--- config.mk ---
export PLATFORM = sky130hd
export DESIGN_NAME = cam_capture_ctrl
export DESIGN_NICKNAME = d
export VERILOG_FILES = /design/src/rtl/cam_pkg.sv /design/src/rtl/cam_byte_packer.sv /design/src/rtl/cam_capture_ctrl.sv
export SDC_FILE = /design/constraint.sdc
export NUM_CORES = 1
export LEC_CHECK = 0
export ABC_CLOCK_PERIOD_IN_PS = 3100
export CORE_ASPECT_RATIO = 1.5
export CORE_MARGIN = 2
export CORE_UTILIZATION = 35
export DETAILED_ROUTE_END_ITERATION = 16
export MAX_ROUTING_LAYER = met4
export PLACE_DENSITY = 0.63
export SLEW_MARGIN = 30
export SYNTH_ARGS = -nofsm -noshare
export SYNTH_HDL_FRONTEND = slang
export SYNTH_SLANG_ARGS = --single-unit
--- constraint.sdc ---
create_clock -name Pclk -period 3.1 [get_ports Pclk]
set_input_delay 0.62 -clock Pclk [delete_from_list [all_inputs] [get_ports Pclk]]
set_output_delay 0.62 -clock Pclk [all_outputs]
set_load 0.01 [all_outputs]
--- src/rtl/cam_pkg.sv ---
// Shared definitions for the camera capture write-side sequencer.
//  - cam_state_e : capture FSM state encoding
//  - QVGA/VGA default frame geometry
//  - PACK_W / pack_bytes : width and layout of a packed byte pair
package cam_pkg;

    typedef enum logic [2:0] {
        StIdle,
        StArm,
        StVblank,
        StCapture,
        StDone
    } cam_state_e;

    localparam int unsigned QVGA_H_PIX   = 320;
    localparam int unsigned QVGA_V_LINES = 240;
    localparam int unsigned VGA_H_PIX    = 640;
    localparam int unsigned VGA_V_LINES  = 480;

    // A pixel is built from two camera bytes, first byte in the MSBs.
    localparam int unsigned PACK_W = 16;

    function automatic logic [PACK_W-1:0] pack_bytes(input logic [7:0] byte0,
                                                     input logic [7:0] byte1);
        return {byte0, byte1};
    endfunction

endpackage

--- src/rtl/cam_byte_packer.sv ---
// Byte-pair packer for the camera capture path.
// Ports:
//  Pclk, rst     : pixel clock, synchronous active-high reset
//  en_i          : a registered camera byte is valid this cycle
//  line_start_i  : first byte of a line; forces it to be treated as byte0
//  data_i        : registered camera byte
//  phase_o       : 1 when a byte0 is held waiting for its partner
//  pix_valid_o   : this cycle's byte completes a pixel
//  pix_word_o    : packed pixel, MSBs of {byte0, byte1}
module cam_byte_packer
    import cam_pkg::*;
#(
    parameter int unsigned PIX_W = 16
) (
    input  logic             Pclk,
    input  logic             rst,
    input  logic             en_i,
    input  logic             line_start_i,
    input  logic [7:0]       data_i,
    output logic             phase_o,
    output logic             pix_valid_o,
    output logic [PIX_W-1:0] pix_word_o
);

    logic              phase_q, phase_d;
    logic [7:0]        byte0_q, byte0_d;
    logic              cur_phase;
    logic [PACK_W-1:0] packed_word;

    always_comb begin
        // A line start resynchronises the pairing even if the previous line was odd.
        cur_phase = line_start_i ? 1'b0 : phase_q;
        phase_d   = cur_phase;
        byte0_d   = byte0_q;
        if (en_i) begin
            phase_d = ~cur_phase;
            if (!cur_phase) begin
                byte0_d = data_i;
            end
        end
    end

    always_ff @(posedge Pclk) begin
        if (rst) begin
            phase_q <= 1'b0;
            byte0_q <= 8'h00;
        end else begin
            phase_q <= phase_d;
            byte0_q <= byte0_d;
        end
    end

    assign packed_word = pack_bytes(byte0_q, data_i);
    assign pix_valid_o = en_i & cur_phase;
    assign pix_word_o  = packed_word[PACK_W-1 -: PIX_W];
    assign phase_o     = phase_q;

endmodule

--- src/rtl/cam_capture_ctrl.sv ---
// Camera pixel FIFO write-side sequencer. Arms on start, aligns to a full VSYNC blanking
// interval, packs HREF-qualified byte pairs into pixels and writes them to the FIFO, while
// checking frame geometry and flagging pixels dropped on a full FIFO.
// Ports:
//  Pclk, rst   : pixel clock, synchronous active-high reset
//  start       : one-cycle capture request, honoured only when idle
//  vsync/href  : camera sync inputs (already synchronous to Pclk)
//  cam_data    : camera byte
//  fifo_full   : FIFO full flag
//  fifo_wr     : single-cycle FIFO write strobe
//  fifo_din    : FIFO write data
//  busy        : not idle
//  frame_done  : one-cycle pulse at end of frame
//  overflow    : sticky, a pixel was dropped on full
//  size_err    : sticky, line length or line count mismatch
//  line_count  : completed lines in current/last frame
module cam_capture_ctrl
    import cam_pkg::*;
#(
    parameter int unsigned PIX_W   = 16,
    parameter int unsigned H_PIX   = VGA_H_PIX,
    parameter int unsigned V_LINES = VGA_V_LINES,
    parameter int unsigned CNT_W   = 10
) (
    input  logic             Pclk,
    input  logic             rst,
    input  logic             start,
    input  logic             vsync,
    input  logic             href,
    input  logic [7:0]       cam_data,
    input  logic             fifo_full,
    output logic             fifo_wr,
    output logic [PIX_W-1:0] fifo_din,
    output logic             busy,
    output logic             frame_done,
    output logic             overflow,
    output logic             size_err,
    output logic [CNT_W-1:0] line_count
);

    cam_state_e state_q, state_d;

    logic             vsync_q, vsync_prev_q;
    logic             href_q, href_prev_q;
    logic [7:0]       data_q;
    logic [CNT_W-1:0] pix_cnt_q, pix_cnt_d;
    logic [CNT_W-1:0] line_count_q, line_count_d;
    logic             overflow_q, overflow_d;
    logic             size_err_q, size_err_d;
    logic             fifo_wr_q, fifo_wr_d;
    logic [PIX_W-1:0] fifo_din_q, fifo_din_d;

    logic             vsync_rise, vsync_fall, href_rise, href_fall;
    logic             in_capture, start_ok, line_start, line_end;
    logic             pack_phase, pix_valid;
    logic [PIX_W-1:0] pix_word;

    // Edges are taken on the registered copies, never on the raw pins.
    assign vsync_rise = vsync_q & ~vsync_prev_q;
    assign vsync_fall = ~vsync_q & vsync_prev_q;
    assign href_rise  = href_q & ~href_prev_q;
    assign href_fall  = ~href_q & href_prev_q;

    assign in_capture = (state_q == StCapture);
    assign start_ok   = (state_q == StIdle) & start;
    assign line_start = in_capture & href_rise;
    assign line_end   = in_capture & href_fall;

    cam_byte_packer #(
        .PIX_W (PIX_W)
    ) u_packer (
        .Pclk         (Pclk),
        .rst          (rst),
        .en_i         (in_capture & href_q),
        .line_start_i (line_start),
        .data_i       (data_q),
        .phase_o      (pack_phase),
        .pix_valid_o  (pix_valid),
        .pix_word_o   (pix_word)
    );

    // FSM state register
    always_ff @(posedge Pclk) begin
        if (rst) begin
            state_q <= StIdle;
        end else begin
            state_q <= state_d;
        end
    end

    // FSM next state
    always_comb begin
        state_d = state_q;
        unique case (state_q)
            StIdle:    if (start)      state_d = StArm;
            StArm:     if (vsync_rise) state_d = StVblank;
            StVblank:  if (vsync_fall) state_d = StCapture;
            StCapture: if (vsync_rise) state_d = StDone;
            StDone:                    state_d = StIdle;
            default:                   state_d = StIdle;
        endcase
    end

    // FSM outputs
    always_comb begin
        busy       = (state_q != StIdle);
        frame_done = (state_q == StDone);
    end

    // Counters, sticky flags and FIFO write stage
    always_comb begin
        pix_cnt_d    = pix_cnt_q;
        line_count_d = line_count_q;
        overflow_d   = overflow_q;
        size_err_d   = size_err_q;
        fifo_wr_d    = 1'b0;
        fifo_din_d   = fifo_din_q;

        if (start_ok) begin
            overflow_d   = 1'b0;
            size_err_d   = 1'b0;
            line_count_d = '0;
        end

        if (line_start) begin
            pix_cnt_d = '0;
        end else if (pix_valid && pix_cnt_q != '1) begin
            pix_cnt_d = pix_cnt_q + CNT_W'(1);
        end

        // Fullness is sampled once, when the pixel forms; a dropped pixel still counts.
        if (pix_valid) begin
            if (fifo_full) begin
                overflow_d = 1'b1;
            end else begin
                fifo_wr_d  = 1'b1;
                fifo_din_d = pix_word;
            end
        end

        if (line_end) begin
            if (line_count_q != '1) begin
                line_count_d = line_count_q + CNT_W'(1);
            end
            // A held byte0 at line end means an odd byte count.
            if (pix_cnt_q != CNT_W'(H_PIX) || pack_phase) begin
                size_err_d = 1'b1;
            end
        end

        if (state_q == StDone && line_count_q != CNT_W'(V_LINES)) begin
            size_err_d = 1'b1;
        end
    end

    always_ff @(posedge Pclk) begin
        if (rst) begin
            vsync_q      <= 1'b0;
            vsync_prev_q <= 1'b0;
            href_q       <= 1'b0;
            href_prev_q  <= 1'b0;
            data_q       <= 8'h00;
            pix_cnt_q    <= '0;
            line_count_q <= '0;
            overflow_q   <= 1'b0;
            size_err_q   <= 1'b0;
            fifo_wr_q    <= 1'b0;
            fifo_din_q   <= '0;
        end else begin
            vsync_q      <= vsync;
            vsync_prev_q <= vsync_q;
            href_q       <= href;
            href_prev_q  <= href_q;
            data_q       <= cam_data;
            pix_cnt_q    <= pix_cnt_d;
            line_count_q <= line_count_d;
            overflow_q   <= overflow_d;
            size_err_q   <= size_err_d;
            fifo_wr_q    <= fifo_wr_d;
            fifo_din_q   <= fifo_din_d;
        end
    end

    assign fifo_wr    = fifo_wr_q;
    assign fifo_din   = fifo_din_q;
    assign overflow   = overflow_q;
    assign size_err   = size_err_q;
    assign line_count = line_count_q;

endmodule
Word level (Yosys, flattened, before mapping):

Index checks and enable logic that the tools add are counted.

* word-level logic and storage cells: 72
* register bits: 63
* output and inout bits: 31
* input port bits: 14

* reductions and logical operators: 10
* add/subtract/negate cells: 2
* eq/ne operators: 12
* bitwise operators: 16
* mux-type cells: 18

Operators with widths (number)
* $mux 10: 3
* $ne 10x10->1 const B: 3
* $add 10x1->10 const B: 2
* $mux 3: 4
* $pmux 3 s4: 1
* $mux 1: 10
* $ne 10x9->1 const B: 1
* $and 1x1->1: 9
* $ne 2x2->1 const B: 4
* $not 1->1: 7
* $eq 3x2->1 const B: 2
* $reduce_and 2->1: 2
* $reduce_and 4->1: 1
* $reduce_or 2->1: 2
* $eq 3x1->1 const B: 1
* $eq 3x3->1 const B: 1
* $logic_not 3->1: 1
* $reduce_bool 3->1: 1
* $logic_and 1x1->1: 2
* $logic_or 1x1->1: 1

Depth between registers and ports, before layout:

* depth after elaboration: 7
* gate-level depth with buffers: 11
* gate-level depth less buffers: 9

Hierarchy:

A second synthesis with hierarchy kept.

* cell total of the unflattened synthesis: 316
* area, all modules: 2735.1 sq um

Modules (own cells, without submodules)
* cam_capture_ctrl: times used 1, area each 2329.7 sq um, cells an instance 276, seq. area each 1081.0 sq um
* cam_byte_packer: times used 1, area each 405.4 sq um, cells an instance 40, seq. area each 180.2 sq um

Worst setup path before layout:

No wires, ideal clock.

* kind: register -> register
* from: register state_q[1]
* to: register fifo_din_q[11], in the netlist fifo_din[11]
* period minus slack after synthesis: 2.246 ns
* data required time: 3.030 ns
* stages on the path, launching flop included: 12
* path buffers: 3
* arrival: 2.176 ns
* setup slack: 0.854 ns
* library setup time: 0.070 ns
* cells stage by stage: dfxtp_1 -> clkbuf_2 -> nand3b_4 -> or2_2 -> o21ai_0 -> inv_1 -> ha_1 -> nand2b_1 -> clkbuf_1 -> clkbuf_1 -> nand2_1 -> a21oi_1

* word-level cells in the longest chain between the ends: 5
* elaborated cells between the ends (all ways): 6
* classes of those cells: eq/ne (1); mux (1); bitwise (3); reduce/logical (1)

RTL lines
* start, declared: RTL line cam_capture_ctrl.sv:41 `cam_state_e state_q, state_d;`
* start signal, assigned: RTL line cam_capture_ctrl.sv:85 `state_q <= StIdle;`
* start signal, assigned: RTL line cam_capture_ctrl.sv:87 `state_q <= state_d;`
* $eq 3x2->1 (*): RTL line cam_capture_ctrl.sv:64 `assign in_capture = (state_q == StCapture);`
* $and 1x1->1: RTL line cam_capture_ctrl.sv:66 `assign line_start = in_capture & href_rise;`
* $mux 1: RTL line cam_byte_packer.sv:32 `cur_phase = line_start_i ? 1'b0 : phase_q;`
* $and 1x1->1 (*): RTL line cam_byte_packer.sv:54 `assign pix_valid_o = en_i & cur_phase;`
* $reduce_and 2->1 (no source line) (*)
* end signal, assigned: RTL line cam_capture_ctrl.sv:180 `fifo_din_q <= fifo_din_d;`
* end, declared: RTL line cam_capture_ctrl.sv:51 `logic [PIX_W-1:0] fifo_din_q, fifo_din_d;`

Every way passes the cells marked *; elsewhere a longest branch is shown, timed or not.
A chain may end at the register's enable or synchronous reset.

Final worst setup path:

Ends and elaborated chain as after synthesis.

==> reports/metrics.csv <==
metric,value,unit
cp_cell_sequence,nand3b_4 -> or2_2 -> o21ai_0 -> inv_1 -> ha_1 -> nand2b_1 -> nand2_1 -> a21oi_1,
drt_iter0_markers,128,
leakagePower,1.19,nW
place_congestion,0.810,
cts-root-buf,clkbuf_16,
critPathRequiredTime,3.34,ns
htreeDepth,3,
tightest_slew,0.897,ns
clkTransAtPathRegs,0.05,ns
drive_gt1_frac,0.0732,
synthArstFlopShare,0,
finalHoldViolCount,0,
viasPerCell,4.98,
fp.dieArea,8340,µm²
synth_edf_count,0,
vias,2278,
fin_setup_tns,0,ns
synth_nets,328,
grt_max_degree,53,
finalSetupViolCount,0,
cts.path.max_buffers,2,
wirelength,5690,µm
crit_slowest_cell,nand2b_1,
numCtsBuffers,9,
cts_tree,yes,
finish.net_count,370,
antenna_cells,0,
drv_cap,0,
status,"finished, final reports clean",
reg2regPathDepth,8,
dp.cells,441,
pin_count,45,
grt_antenna_before_repair,0,
synth_top_cell_area_share,0.474,
place_hpwl,3910,µm
cp-start-kind,register,
grt_pass1_wl,9670,µm
cts_resized,0,
die_w,75.2,µm
fin_crit_sh,0.780,
synth.most_common_cell,dfxtp_1,
core_area,7510,µm²
setup_slack,0.683,ns
slew_viol_final,0,
final_cells,457,
start_util,0.354,
p_per_area,562,nW/µm²
critical_path.max_fanout,17,
ys_types,47,
cp_slowest_stage_delay,0.51,ns
port_buffers,44,
dp_worst_setup_slack,0.689,ns
ys_ff_latch,63,
place_area,3170,µm²
fin_area,3490,µm²
postCtsHoldBufs,0,
ant_nets,0,
yosysWarnings,0,
hold_class,reg -> reg,
synth_common_cells,"dfxtp_1, nand2_1, nor2_1, a21oi_1, inv_1",
cts_setup_buffers,0,
finalHoldWorstSlack,0.442,ns
max_slew_margin,0.402,
end_kind,register,
syn_avg_cell_area,8.64,µm²
finalCriticalPeriod,2.42,ns
ys_seq_area_frac,0.474,
cts_sinks,63,
area_growth,31.2,%
fill_cells,756,
whs_path_depth,2,
grt_usage,0.154,
crit_arrival,2.66,ns
grt_overflow,0,
skew,0.00748,ns
drt-wirelength-per-cell,12.5,µm
clock.fmax,414,MHz
synth_area,2660,µm²
netlist_instances,308,
num_rows,39,
rsz0062_at_grt,false,
yosysTopAreaCell,dfxtp_1,
drt_pass1_iterations,5,
synth_area_leaders,"dfxtp_1, nand2_1, a21oi_1",
crit_type,reg -> reg,
drc,0,
worstSkewPairLatency,0.33,ns
ys.flop_type,dfxtp_1,
fp.dieH,111,µm
ir_worst_vdd,0.385,mV
grt_pass1_vias,2104,
## stage by stage
stage	util	power [mW]
after floorplan	-	0.878
after global placement	0.422	0.906
after detailed placement	0.422	0.906
after CTS	0.465	1.99
after global routing	0.465	2.04
final	0.465	1.96
## where the power goes
part | leakage, nW | switching, mW | internal, mW | total [mW]
Combinational | 0.526 | 0.0295 | 0.0293 | 0.0588
Sequential | 0.511 | 0.00836 | 0.821 | 0.829
Clock | 0.156 | 0.350 | 0.725 | 1.07
## routing by layer
metal / track usage / vias to the layer above / part of all wire
met2: 0.237 / 51 / 0.49
met1: 0.176 / 1053 / 0.44
li1: - / 1160 / -
met3: 0.0491 / 14 / 0.047
met4: 0.0772 / 0 / 0.024
met5: - / - / 0
## layout make-up
cell class | count | area, µm² | share of cell area
inverters | 15 | 56.3 | 0.0161
flip-flops and latches | 63 | 1260 | 0.361
clock inverters | 5 | 81.3 | 0.0233
clock buffers | 11 | 243 | 0.0695
multi-input cells | 217 | 1290 | 0.369
repair buffers | 44 | 435 | 0.125
well taps | 102 | 128 | 0.0365
## registers in the layout, indices dropped and copies added (netlist names)
register and flops:
fifo_din 16, line_count 10, pix_cnt_q 10, data_q 8, u_packer.byte0_q 8, state_q 3, fifo_wr 1, href_prev_q 1
href_q 1, overflow 1, size_err 1, u_packer.phase_o 1, vsync_prev_q 1, vsync_q 1
## layout by cell type, fill, tap and decap left out, drive strengths merged, types with 2 or more instances in the layout
| master | synthesis | layout |
|---|---|---|
| and2 | 2 | 2 |
| nand3b | 4 | 4 |
| nand4 | 2 | 2 |
| nor3 | 9 | 9 |
| clkdlybuf4s50 | 0 | 43 |
| nand3 | 14 | 14 |
| mux2i | 10 | 10 |
| xnor2 | 2 | 2 |
| o211ai | 4 | 4 |
| nor4 | 2 | 2 |
| o221ai | 2 | 2 |
| dfxtp | 63 | 63 |
| a31oi | 2 | 2 |
| xor2 | 2 | 2 |
| nor2b | 13 | 13 |
| bufinv | 0 | 2 |
| clkbuf | 12 | 11 |
| o31ai | 5 | 5 |
| inv | 15 | 15 |
| nand2b | 4 | 4 |
| and3 | 6 | 6 |
| or2 | 3 | 3 |
| o21ai | 10 | 10 |
| or3 | 4 | 4 |
| nor4b | 3 | 3 |
| or4 | 4 | 4 |
| clkinv | 0 | 2 |
| nor2 | 25 | 25 |
| nand2 | 45 | 45 |
| a21oi | 24 | 24 |
| ha | 6 | 6 |
## final timing paths
path,startpoint,endpoint,slack (ns)
max reg2reg,state_q[1],fifo_din[11],0.68
max,state_q[1],fifo_din[11],0.68
min,u_packer.byte0_q[1],fifo_din[9],0.44
min reg2reg,u_packer.byte0_q[1],fifo_din[9],0.44
## cell families (layout without fill, tap and decap cells)
kind of cell,count (synthesis),after routing,share of synthesized area
XOR/XNOR,4,4,0.0132
flip-flops,63,63,0.474
AND/OR/NAND/NOR,140,140,0.268
buffers and inverters,28,75,0.0428
AO/OA/AOI/OAI,57,57,0.137
multiplexers,10,10,0.0376
adder cells (fa/ha/maj),6,6,0.0282
## worst max-delay path, delay by kind of cell, from the launching register on
kind,cells,cell delay (ns)
buffers and inverters,1,0.08
adder cells (fa/ha/maj),1,0.29
AND/OR/NAND/NOR,4,1.08
flip-flops,1,0.47
AO/OA/AOI/OAI,2,0.41
No activity file was read; power rests on OpenSTA's default activity.
